--- config.mk ---
export PLATFORM = sky130hd
export DESIGN_NAME = imem_loader
export DESIGN_NICKNAME = d
export VERILOG_FILES = /design/src/rtl/imem_loader.sv
export SDC_FILE = /design/constraint.sdc
export NUM_CORES = 1
export LEC_CHECK = 0
export CORE_AREA = 2 2 130 81
export DETAILED_ROUTE_END_ITERATION = 8
export DIE_AREA = 0 0 132 83
export GPL_TIMING_DRIVEN = 0
export PLACE_DENSITY = 0.82
export SLEW_MARGIN = 10
export SYNTH_ARGS = -nofsm -noshare
export SYNTH_HDL_FRONTEND = slang
export SYNTH_SLANG_ARGS = --single-unit
--- constraint.sdc ---
create_clock -name clk -period 3.55 [get_ports clk]
set_input_delay 0.71 -clock clk [delete_from_list [all_inputs] [get_ports clk]]
set_output_delay 0.71 -clock clk [all_outputs]
set_load 0.005 [all_outputs]
--- src/rtl/imem_loader.sv ---
// -----------------------------------------------------------------------------
// imem_loader
//
// Purpose
//   This block is the write side of the instruction memory. It takes a byte
//   stream from the boot/debug source and packs each group of four bytes into
//   one 32-bit word, little-endian. The word is then written to the next word
//   address, starting at 0. The CPU fetch side waits until done pulses.
//
// Ports
//   clk            in   1       rising-edge clock
//   rst            in   1       synchronous, active-high reset
//   start          in   1       begin a load (only looked at in IDLE)
//   length         in   11      number of words to load, sampled with start
//   in_valid       in   1       byte source has data
//   in_data        in   8       byte from the source
//   in_ready       out  1       a byte is accepted this cycle if in_valid
//   mem_we         out  1       one-cycle write strobe to the memory
//   write_address  out  ADDR_W  word index, zero-extended
//   write_data     out  32      assembled instruction word
//   busy           out  1       high in RECV and WRITE
//   done           out  1       one-cycle pulse at end of load
//   err            out  1       length > DEPTH, held until next good start
//   checksum       out  32      XOR of all written words (optional)
//
// Optional feature
//   Define IMEM_LOADER_CHECKSUM_EN to build the running XOR checksum.
//   If it is not defined, checksum is tied to zero.
// -----------------------------------------------------------------------------
module imem_loader #(
    parameter int DEPTH  = 1024,
    parameter int ADDR_W = 64
) (
    input  logic              clk,
    input  logic              rst,
    input  logic              start,
    input  logic [10:0]       length,
    input  logic              in_valid,
    input  logic [7:0]        in_data,
    output logic              in_ready,
    output logic              mem_we,
    output logic [ADDR_W-1:0] write_address,
    output logic [31:0]       write_data,
    output logic              busy,
    output logic              done,
    output logic              err,
    output logic [31:0]       checksum
);

    localparam int CNT_W = 11;
    // One extra bit so a length of up to 2047 can be compared with DEPTH
    // without any truncation.
    localparam logic [CNT_W:0] DEPTH_L = (CNT_W + 1)'(DEPTH);

    typedef enum logic [1:0] {
        IDLE  = 2'd0,
        RECV  = 2'd1,
        WRITE = 2'd2,
        DONE  = 2'd3
    } state_t;

    state_t             state_reg;
    state_t             state_next;

    logic [CNT_W-1:0]   length_reg;
    logic [CNT_W-1:0]   word_cnt_reg;
    logic [CNT_W-1:0]   word_cnt_next;
    logic [1:0]         byte_cnt_reg;
    logic [7:0]         lane_reg [3];     // bytes 0..2 of the word being built
    logic [31:0]        write_data_reg;
    logic [CNT_W-1:0]   write_addr_reg;
    logic               err_reg;

    logic               start_take;
    logic               len_zero;
    logic               len_over;
    logic               accept;
    logic               last_byte;

    assign start_take    = (state_reg == IDLE) && start;
    assign len_zero      = (length == '0);
    assign len_over      = ({1'b0, length} > DEPTH_L);
    assign accept        = (state_reg == RECV) && in_valid;
    assign last_byte     = accept && (byte_cnt_reg == 2'd3);
    assign word_cnt_next = word_cnt_reg + CNT_W'(1);

    // ------------------------------------------------------------------
    // FSM state register
    // ------------------------------------------------------------------
    always_ff @(posedge clk) begin
        if (rst) begin
            state_reg <= IDLE;
        end else begin
            state_reg <= state_next;
        end
    end

    // ------------------------------------------------------------------
    // Next-state logic
    // ------------------------------------------------------------------
    always_comb begin
        state_next = state_reg;
        case (state_reg)
            IDLE: begin
                if (start) begin
                    // A zero-length or oversize request skips RECV entirely.
                    // This way, no write can ever reach past the store.
                    if (len_zero || len_over) begin
                        state_next = DONE;
                    end else begin
                        state_next = RECV;
                    end
                end
            end
            RECV: begin
                if (last_byte) begin
                    state_next = WRITE;
                end
            end
            WRITE: begin
                if (word_cnt_next == length_reg) begin
                    state_next = DONE;
                end else begin
                    state_next = RECV;
                end
            end
            DONE: begin
                state_next = IDLE;
            end
            default: begin
                state_next = IDLE;
            end
        endcase
    end

    // ------------------------------------------------------------------
    // Control counters, length latch and error flag
    // ------------------------------------------------------------------
    always_ff @(posedge clk) begin
        if (rst) begin
            length_reg   <= '0;
            word_cnt_reg <= '0;
            byte_cnt_reg <= '0;
            err_reg      <= 1'b0;
        end else begin
            if (start_take) begin
                if (len_over) begin
                    err_reg <= 1'b1;
                end else if (!len_zero) begin
                    err_reg      <= 1'b0;
                    length_reg   <= length;
                    word_cnt_reg <= '0;
                    byte_cnt_reg <= '0;
                end
            end
            if (accept) begin
                // A 2-bit counter wraps 3 -> 0 on the fourth byte.
                byte_cnt_reg <= byte_cnt_reg + 2'd1;
            end
            if (state_reg == WRITE) begin
                word_cnt_reg <= word_cnt_next;
                byte_cnt_reg <= '0;
            end
        end
    end

    // ------------------------------------------------------------------
    // Byte lanes 0..2. Byte 3 never needs storing, because it goes
    // straight into write_data together with the three stored lanes.
    // ------------------------------------------------------------------
    generate
        for (genvar gi = 0; gi < 3; gi++) begin : g_lane
            always_ff @(posedge clk) begin
                if (rst) begin
                    lane_reg[gi] <= '0;
                end else if (accept && (byte_cnt_reg == 2'(gi))) begin
                    lane_reg[gi] <= in_data;
                end
            end
        end
    endgenerate

    // ------------------------------------------------------------------
    // Write port registers. They are loaded as the FSM enters WRITE, so
    // they are valid in the mem_we cycle. They then keep that value
    // through DONE and IDLE.
    // ------------------------------------------------------------------
    always_ff @(posedge clk) begin
        if (rst) begin
            write_data_reg <= '0;
            write_addr_reg <= '0;
        end else if (last_byte) begin
            write_data_reg <= {in_data, lane_reg[2], lane_reg[1], lane_reg[0]};
            write_addr_reg <= word_cnt_reg;
        end
    end

`ifdef IMEM_LOADER_CHECKSUM_EN
    logic [31:0] checksum_reg;

    // The XOR is folded in at the end of each WRITE cycle. This makes the
    // final value visible in the DONE cycle.
    always_ff @(posedge clk) begin
        if (rst) begin
            checksum_reg <= '0;
        end else if (start_take) begin
            checksum_reg <= '0;
        end else if (state_reg == WRITE) begin
            checksum_reg <= checksum_reg ^ write_data_reg;
        end
    end

    assign checksum = checksum_reg;
`else
    assign checksum = 32'h0;
`endif

    // ------------------------------------------------------------------
    // Outputs
    // ------------------------------------------------------------------
    assign in_ready      = (state_reg == RECV);
    assign mem_we        = (state_reg == WRITE);
    assign busy          = (state_reg == RECV) || (state_reg == WRITE);
    assign done          = (state_reg == DONE);
    assign err           = err_reg;
    assign write_data    = write_data_reg;
    assign write_address = {{(ADDR_W - CNT_W){1'b0}}, write_addr_reg};

endmodule

; ---- Word-level counts from Yosys, hierarchy flattened
; Memories as Yosys holds them, arrays and structs flattened. A register that Yosys moved wholly into a read port is not among the register bits.
; Cells that the tools add are included.
[classes]
reduce_logical = 19
n_mul = 0
add_sub_neg = 2
eq_ne = 14
mux = 29
div = 0
shifts = 0
order_cmp = 1
n_bitwise = 5
[op_table]
columns = op, count
row1 = $mux 11, 4
row2 = $mux 8, 3
row3 = $mux 2, 8
row4 = $mux 1, 13
row5 = $add 11x1->11 const B, 1
row6 = $eq 11x11->1, 1
row7 = $gt 11x11->1 const B, 1
row8 = $logic_not 11->1, 1
row9 = $reduce_and 3->1, 3
row10 = $eq 2x2->1 const B, 4
row11 = $ne 2x1->1 const B, 4
row12 = $pmux 2 s4, 1
row13 = $logic_and 1x1->1, 6
row14 = $ne 2x2->1 const B, 3
row15 = $eq 2x1->1 const B, 2
row16 = $logic_not 2->1, 2
row17 = $reduce_and 2->1, 2
row18 = $reduce_bool 2->1, 2
row19 = $or 1x1->1, 3
row20 = $add 2x1->2 const B, 1
row21 = $logic_or 1x1->1, 2
row22 = $not 1->1, 2
row23 = $reduce_or 2->1, 1
[word_totals]
ramBits = 24
latchBits = 0
rom_bits = 0
reg_bits = 70
elab_cells = 78
mem_count = 1
[memory_table]
columns = name, words, width, read_ports, rd_clocked_by_memory_dff, wr, line_no
row1 = lane_reg, 3, 8, 3, 3, 3, 69  ; logic [7:0] lane_reg [3];

; ---- Depth between registers and ports, before layout
[logic_depth]
ltp_word = 7
depth_mapped = 8
depth_no_buf = 7

; ---- Least setup slack after synthesis
; Ideal clock, no wire load.
[synth_path]
path_type = input -> register
from = in rst
to = mem lane_reg[0][0] (enable)
path_buffers = 2
path_slack_ns = 1.511
arrival_time_ns = 1.710
path_stages = 4
setup_time_ns = 0.329
cell_sequence = clkbuf_1 > clkbuf_1 > inv_1 > nand2_1
[synth_lines]
columns = element, line_no
row1 = "start, declared", 35  ; input logic rst,
row2 = "end, declared", 69

==> flow_summary.ini <==
[outcome]
run_status = finished clean

[layout]
fill_cells = 814
nNetsFinal = 727
most-common-layout-cells = 103 x sky130_fd_sc_hd__nand2_1, 85 x sky130_fd_sc_hd__buf_4, 85 x sky130_fd_sc_hd__conb_1, 70 x sky130_fd_sc_hd__dfxtp_1, 69 x sky130_fd_sc_hd__clkdlybuf4s50_1
layout-drive-gt1-share_pct = 17.2
multi_input_gate_area_um2 = 2170
syn_to_final_growth_pct = 31.5
largest_register_ffs = 32
layout.cells.most_common = sky130_fd_sc_hd__nand2_1
combined_flip_flop_and_latch_cell_area_um2 = 2120
n_antenna_cell = 0
finalNonFillerCells = 834

[synth]
synth_edf_count = 24
synth_seq_cells = 94
yosysSeqAreaShare_pct = 44.5
post_synth_num_cell_types = 51
synth-async-reset-ratio_pct = 0
ys.warnings.count = 0
synth.cell_area_um2 = 4760
ys_dominant_reg_cell = sky130_fd_sc_hd__dfxtp_1
synth.avg_cell_area_um2 = 8.99
synthesis.instances = 530

[clocking]
clock_latency_ns = 0.35
cts-root-buf = sky130_fd_sc_hd__clkbuf_16
cts.hold.buffers_added = 0
htree_levels = 3
cts-resized-gates = 0
cts_tree = done
clkSinkCount = 94
max-clock-path-buffers = 2
post_cts_clock_slew_at_the_launch_and_capture_registers_of_the_worst_setup_and_hold_paths_ns = 0.06
post_cts_buffers = 0
cts_inserted_buffers = 9

[timing]
setup_viol_count_final = 0
max_slew.worst_pin.slew_ns = 0.716
max_slew_headroom_at_the_worst_pin_pct = 52.2
final-max-slew-violation-count = 0
achievable_clock_frequency_mhz = 361
period_minus_slack_ns = 2.77
worst_clock_skew_ns = 0.00584
final_min_period_over_clock_period_pct = 78.1
hold_violations = 0
unrepaired_setup_endpoints_after_global_routing = no
setup_total_negative_slack_ns = 0

[grt]
number_of_antenna_violations_at_the_first_check_in_global_routing = 0
gr-usage-all-layers_pct = 21.6
grt_start_max_net_pins = 16
grt_overflow_total = 0
grt_pass1_vias = 3581
global_route_wire_length_before_repair_um = 18400

[critical_path]
cp_common_cell = sky130_fd_sc_hd__clkbuf_1
timing.critical_path.slowest_cell_delay_ns = 0.60
setup.reg_to_reg.worst_slack_ns = 1.28
worst_r2r_endpoint = lane_reg[1][0]$_SDFFCE_PN0P_
setup.worst_path.start_class = input pin
cp.arrival_ns = 2.78
end_kind = register
worstRegToRegCells = 6
data_required_time_at_the_worst_endpoint_ns = 3.56
worstSetupPathType = in -> reg
critical-path-slowest-cell = sky130_fd_sc_hd__clkbuf_1
crit-reg2reg-launch = state_reg[1]$_SDFFE_PP0P_
timing.critical_path.cells = clkdlybuf4s50_1 -> clkbuf_1 -> clkbuf_1 -> inv_1 -> nand2_1
critPathMaxFanout = 10

[placement]
quantity_of_i_o_buffers_inserted_on_ports = 69
placed_cells_incl_taps = 818
globalplace.congestion = 0.924
dp.final_hpwl_um = 9020

[hold_path]
holdCritStartpoint = write_addr_reg[2]$_SDFFE_PP0P_
hold_path.class = reg -> reg
hold_path_end = write_addr_reg[2]$_SDFFE_PP0P_
worst_hold_path.num_cells = 2

[power]
irDropWorstVdd_v = 0.000315
static-leakage-power_uw = 0.00263
power_density_nw_per_um2 = 445

[floorplanning]
fp.coreArea_um2 = 9700
core.rowCount = 28
num_io_pins = 156
chipWidth_um = 132
die_area_um2 = 11000
fp.dieH_um = 83
initial_core_util_pct = 49.1

[route]
avgRoutedWirePerCell_um = 13.9
vias = 3902
routed_wire_length_um = 11600
drt-initial-drc-count = 289
detailed_routing_iteration_count_for_the_pre_antenna_repair_pass = 5
detail_route.drc_violations = 0
antenna_left = 0
routed_via_density = 4.68

[run]
cap_viol_max_count = 0
## through the flow
| stage | utilization [%] | instance area, µm² | total power [µW] | setup WS (ns) | hold slack (ns) |
|---|---|---|---|---|---|
| floorplan | - | 5080 | 1610 | 1.51 | 0.453 |
| finish | 64.5 | 6260 | 2790 | 0.778 | 0.455 |
| global route | 64.5 | 6260 | 2910 | 0.626 | 0.485 |
| global placement | 61.2 | 5940 | 1770 | 0.472 | 0.445 |
| CTS | 64.5 | 6260 | 2790 | 0.793 | 0.458 |
| detailed placement | 61.2 | 5940 | 1790 | 0.408 | 0.449 |
## worst max-delay path by stage
stage          from                           end  slack (ns)  cells past startpoint
2_1_floorplan   rst  lane_reg[0][0]$_SDFFCE_PN0P_        1.51                      4
3_3_place_gp    rst  lane_reg[1][0]$_SDFFCE_PN0P_        0.47                      5
3_5_place_dp    rst  lane_reg[2][4]$_SDFFCE_PN0P_        0.41                      5
4_1_cts         rst  lane_reg[2][4]$_SDFFCE_PN0P_        0.79                      5
5_1_grt         rst  lane_reg[2][2]$_SDFFCE_PN0P_        0.63                      5
6_report        rst  lane_reg[2][4]$_SDFFCE_PN0P_        0.78                      5
## power breakdown
part | leakage, µW | internal [µW] | switching (µW)
Combinational | 0.00166 | 257 | 329
Clock | 0.000160 | 603 | 407
Sequential | 0.000814 | 1150 | 40.2
## synthesized netlist by cell type, drive strengths merged (2+ instances only)
cell type  number  area [µm²]
a311oi          7        98.9
ha             10         125
o22ai           2        12.5
nand3          17        85.1
nand4           4        46.3
nor3b           3        22.5
a41oi           3        33.8
o21ai           6        30.0
xnor2           8        70.1
a211oi          4        30.0
inv             8        30.0
nand2         104         398
and3            6        37.5
nor2b           2        12.5
and2           25         156
a41o            2        20.0
mux2i          11         110
buf            90         668
edfxtp         24         721
a31oi           3        18.8
nor4            3        31.3
nor2           20        77.6
xor2            5        43.8
clkbuf         23        86.3
dfxtp          70        1400
nand2b          3        18.8
a21oi          54         270
## cells by family (layout without fill, tap and decap cells)
kind of cell | after synthesis | count (layout) | share of synthesized area, %
DFF | 94 | 94 | 44.5
and+or+nand+nor | 191 | 191 | 19.2
xor gates and xnor gates | 13 | 13 | 2.39
buffers and inverters | 121 | 206 | 16.5
AOI/OAI and AO/OA | 89 | 89 | 12.4
other | 1 | 85 | 0.0787
adders and majority gates | 10 | 10 | 2.63
muxes | 11 | 11 | 2.31
## cell type report
class | count | share of cell area [%]
plain buffers | 113 | 12.0
repair buffers | 69 | 11.0
multi-input cells | 399 | 34.7
clock inverters | 2 | 0.280
flip-flops and latches | 94 | 33.9
clock buffers | 14 | 4.89
inverters | 8 | 0.479
well taps | 135 | 2.70
## metal layers
metal | wire (µm) | up-vias | global-route usage (%) | share of wire (%)
met3 | 1350 | 11 | 6.78 | 12
met2 | 5040 | 185 | 32.1 | 44
li1 | - | 1946 | - | -
met5 | 0 | - | 0 | 0
met4 | 161 | 0 | 8.20 | 1.4
met1 | 5010 | 1760 | 29.5 | 43
## critical path, delay by kind of cell
family | cells | cell delay [ns]
buf+inv | 4 | 1.70
simple gates | 1 | 0.36
Power figures use the tool's default switching activity.
